**config.mk**
```make
export PLATFORM = sky130hd
export DESIGN_NAME = pipe_ctrl
export DESIGN_NICKNAME = d
export VERILOG_FILES = /design/src/rtl/pipe_ctrl.sv
export SDC_FILE = /design/constraint.sdc
export NUM_CORES = 1
export LEC_CHECK = 0
export ABC_AREA = 1
export BUFFER_PORTS_ARGS = -buffer_cell sky130_fd_sc_hd__buf_2
export CAP_MARGIN = 10
export CORE_ASPECT_RATIO = 0.5
export CORE_UTILIZATION = 36
export CTS_CLUSTER_SIZE = 8
export DETAILED_ROUTE_END_ITERATION = 10
export PLACE_DENSITY_LB_ADDON = 0.25
export SKIP_CTS_REPAIR_TIMING = 1
export SLEW_MARGIN = 20
export SYNTH_ARGS = -nofsm -noshare
export SYNTH_HDL_FRONTEND = slang
export SYNTH_SLANG_ARGS = --single-unit
```
**constraint.sdc**
```tcl
create_clock -name clk_in -period 0.99 [get_ports clk_in]
set_input_delay 0.198 -clock clk_in [delete_from_list [all_inputs] [get_ports clk_in]]
set_output_delay 0.198 -clock clk_in [all_outputs]
set_load 0.02 [all_outputs]
```
**src/rtl/pipe_ctrl.sv**
```systemverilog
// Pipeline stall encoder and branch-redirect sequencer for a 6-stage in-order core.
// Optional stalled-cycle counter is built only when STALL_PERF_CNT_EN is defined.
module pipe_ctrl #(
  parameter int DATA_W = 32
) (
  input  logic              clk_in,
  input  logic              rst_in,
  input  logic              rdy_in,
  input  logic              if_stall_req,
  input  logic              id_stall_req,
  input  logic              ex_stall_req,
  input  logic              mem_stall_req,
  input  logic              jump_enable,
  input  logic [DATA_W-1:0] jump_pc,
  input  logic              if_busy,
  input  logic              if_done,
  output logic [5:0]        stall_out,
  output logic              if_discard,
  output logic              redirect_valid,
  output logic [DATA_W-1:0] redirect_pc,
  output logic [31:0]       stall_cnt_out
);

  typedef enum logic [1:0] {
    IDLE,
    WAIT_FETCH,
    REDIRECT
  } state_t;

  state_t state, state_nxt;

  // The highest requesting stage stalls itself and everything upstream;
  // WB never stalls. A pending fetch kill also holds the PC.
  always_comb begin
    stall_out = 6'b000000;
    if (mem_stall_req)     stall_out = 6'b011111;
    else if (ex_stall_req) stall_out = 6'b001111;
    else if (id_stall_req) stall_out = 6'b000111;
    else if (if_stall_req) stall_out = 6'b000011;
    if (state == WAIT_FETCH) stall_out[0] = 1'b1;
  end

  always_comb begin
    state_nxt = state;
    case (state)
      IDLE: begin
        if (jump_enable) begin
          if (if_busy && !if_done) state_nxt = WAIT_FETCH;
          else                     state_nxt = REDIRECT;
        end
      end
      WAIT_FETCH: begin
        if (if_done) state_nxt = REDIRECT;
      end
      REDIRECT: begin
        // A younger taken branch in EX supersedes the target being issued.
        state_nxt = jump_enable ? REDIRECT : IDLE;
      end
      default: state_nxt = IDLE;
    endcase
  end

  always_ff @(posedge clk_in) begin
    if (rst_in) begin
      state       <= IDLE;
      redirect_pc <= '0;
    end else if (rdy_in) begin
      state <= state_nxt;
      if (jump_enable) redirect_pc <= jump_pc;
    end
  end

  // Outputs decode straight from the state register, so they are glitch-free
  // and can never be active together.
  assign if_discard     = (state == WAIT_FETCH);
  assign redirect_valid = (state == REDIRECT);

`ifdef STALL_PERF_CNT_EN
  logic [31:0] stall_cnt;

  always_ff @(posedge clk_in) begin
    if (rst_in) begin
      stall_cnt <= 32'd0;
    end else if (rdy_in && stall_out[0]) begin
      stall_cnt <= stall_cnt + 32'd1;
    end
  end

  assign stall_cnt_out = stall_cnt;
`else
  assign stall_cnt_out = 32'd0;
`endif

endmodule
```
==> results.py <==
metrics = {
    "run_status": {
        "status": "complete, but fails checks",
        "failed_checks": "setup timing",
    },
    "timing": {
        "slew_headroom_pct": 66.1,
        "hold_viol": 0,
        "finalSetupTns_ns": -0.827,
        "worst_slack_ns": -0.301,
        "timing.hold.ws_ns": 0.150,
        "period_minus_slack_ns": 1.29,
        "max_clock_freq_mhz": 774,
        "drv_slew": 0,
        "grt_setup_unrepaired": "yes",
        "setup_viol": 6,
        "worstMarginPinSlew_ns": 0.508,
        "fin_crit_sh_pct": 130,
        "finalClockSkew_ns": 0.000138,
    },
    "clocking": {
        "cts_root_buf": "clkbuf_8",
        "clk_pin_slew_worst_paths_ns": 0.07,
        "cts_tree": "done",
        "clock_latency_ns": 0.28,
        "htreeDepth": 2,
        "clock-sinks": 34,
        "clockBufferDepth": 2,
        "cts_inserted_buffers": 5,
    },
    "synthesis": {
        "yosys.area.top_type_share_pct": 44.0,
        "ys.flop_type": "dfxtp_1",
        "yosys-top-cells-area": "dfxtp_1 (44%), nand2_1 (17%), buf_4 (16%)",
        "yosysMostFrequentCell": "nand2_1",
        "yosysSeqAreaShare_pct": 44.0,
        "synth_common_cells": "nand2_1 (69), buf_4 (34), dfxtp_1 (34)",
        "syn_area_um2": 1550,
        "syn_inst": 206,
        "synth-edff-count": 0,
        "synth.avg_cell_area_um2": 7.51,
        "synth_cell_types": 18,
        "async_flop_share_pct": 0,
        "synth_area_leader_cell": "dfxtp_1",
        "synth-seq-cells": 34,
        "synth_warnings": 0,
    },
    "global_route": {
        "grt_pass1_vias": 1259,
        "grt_overflow": 0,
        "grt_max_degree": 35,
        "antenna_found_initial": 0,
        "grt_usage_pct": 14.8,
        "grt_pass1_wl_um": 5380,
    },
    "route": {
        "drt_pre_antenna_iters": 4,
        "initialDrtViolationCount": 56,
        "wl_per_cell_um": 10.1,
        "routed_wl_um": 3470,
        "ant_nets": 0,
        "dr_total_vias": 1466,
        "via_per_inst": 4.29,
        "drc_errors": 0,
    },
    "place": {
        "io_buffers": 80,
        "routabilityCongestion": 0.710,
        "place_hpwl_um": 2460,
    },
    "critical_path": {
        "worstSetupStartpointType": "input pin",
        "critPathMaxFanout": 2,
        "cp.arrival_ns": 1.09,
        "critPathKind": "input pin to output pin",
        "cp-end-kind": "output pin",
        "cp.required_ns": 0.79,
    },
    "pwr": {
        "power.share.clock_pct": 37.3,
        "power.net_switching_uw": 939,
        "power.internal_uw": 2420,
        "p_seq_share_pct": 43.9,
        "combPwrFrac_pct": 18.8,
        "peakVddDrop_mv": 0.937,
        "p_sw_share_pct": 28.0,
        "power_density_nw_per_um2": 1540,
        "p_leak_uw": 0.00107,
    },
    "layout": {
        "synthToLayoutAreaGrowth_pct": 40.6,
        "antennaDiodeCount": 0,
        "drive_above_1_share_pct": 42.4,
        "final_util_pct": 54.3,
        "num-nets-final": 329,
    },
    "floorplan": {
        "initial_utilization_pct": 38.7,
        "core-area_um2": 4000,
        "die_area_um2": 4580,
        "die_w_um": 94.7,
        "die_h_um": 48.4,
        "ioPinCount": 114,
        "rows": 16,
    },
    "min_path": {
        "hold_path_class": "input pin to register",
    },
    "flow_run": {
        "max-cap-violations": 0,
    },
}
power groups by stage:
| stage | logic [uW] | clock network (uW) | registers [uW] |
|---|---|---|---|
| 6_report | 631 | 1250 | 1470 |
| 5_1_grt | 689 | 1320 | 1480 |
| 4_1_cts | 577 | 1270 | 1460 |
| 3_5_place_dp | 576 | 0 | 1490 |
| 3_3_place_gp | 568 | 0 | 1490 |
| 2_1_floorplan | 409 | 0 | 1570 |
cell usage in the layout, fill, tap and decap left out:
| master | n |
|---|---|
| inv_8 | 1 |
| inv_1 | 3 |
| nand2_2 | 1 |
| nand2_1 | 69 |
| nand3_1 | 3 |
| buf_2 | 45 |
| o21ai_0 | 1 |
| dfxtp_1 | 16 |
| nand2_8 | 1 |
| nor2_1 | 7 |
| clkinv_2 | 2 |
| or3_4 | 1 |
| buf_12 | 2 |
| buf_4 | 33 |
| clkbuf_8 | 5 |
| inv_16 | 1 |
| bufinv_16 | 1 |
| buf_8 | 1 |
| conb_1 | 33 |
| or2_4 | 2 |
| buf_6 | 5 |
| nor2_2 | 1 |
| nand4_1 | 1 |
| inv_2 | 2 |
| dfxtp_2 | 18 |
| a21oi_1 | 33 |
sequential cells by signal (all words and copies together), names as in the netlist:
signal / cells
redirect_pc: 32
state: 2
cell families after synthesis:
| logic type | count (synthesis) | share of synthesized area (%) |
|---|---|---|
| simple gates | 86 | 22.4 |
| buf+inv | 51 | 22.4 |
| compound gates | 34 | 11.0 |
| flops | 34 | 44.0 |
| other cells | 1 | 0.242 |
metal layers:
metal | wire [um] | vias up | GRT usage, % | part of all wire, %
li1 | - | 737 | - | -
met1 | 1430 | 667 | 16.0 | 41
met2 | 1840 | 59 | 27.9 | 53
met3 | 195 | 3 | 4.72 | 5.6
met4 | 7 | 0 | 3.03 | 0.20
met5 | 0 | - | 0 | 0
cell type report:
| cell class | count | area (um2) |
|---|---|---|
| Clock buffer | 5 | 68.8 |
| Clock inverter | 3 | 40.0 |
| Fill cell | 390 | 1830 |
| Inverter | 7 | 50.0 |
| Multi-Input combinational cell | 153 | 662 |
| Sequential cell | 34 | 703 |
| Tap cell | 54 | 67.6 |
| Timing Repair Buffer | 86 | 584 |
worst max-delay path, cell delays in order:
cell and delay, ns:
buf_12 0.11, inv_16 0.05, nand2_8 0.03, or3_4 0.33
or2_4 0.24, buf_6 0.13
worst paths after layout:
path	start	depth (start not counted)	slack, ns	endpoint
setup / recovery	mem_stall_req	6	-0.30	stall_out[0]
hold / removal	jump_pc[31]	3	0.15	redirect_pc[31]$_SDFFE_PP0P_
setup reg to reg	state[0]$_SDFFE_PP0P_	6	-0.01	state[1]$_SDFFE_PP0P_
hold reg to reg	redirect_pc[22]$_SDFFE_PP0P_	2	0.46	redirect_pc[22]$_SDFFE_PP0P_
stage by stage:
stage          cells  setup WS, ns  power, uW  instance area [um2]
6_report         342        -0.301       3360                 2180
5_1_grt          342        -0.342       3490                 2180
4_1_cts          342        -0.438       3310                 2020
3_5_place_dp     334        -0.438       2070                 1910
3_3_place_gp     334        -0.427       2060                 1910
2_1_floorplan    238        -0.199       1980                 1710
(Power assumes the default switching activity.)
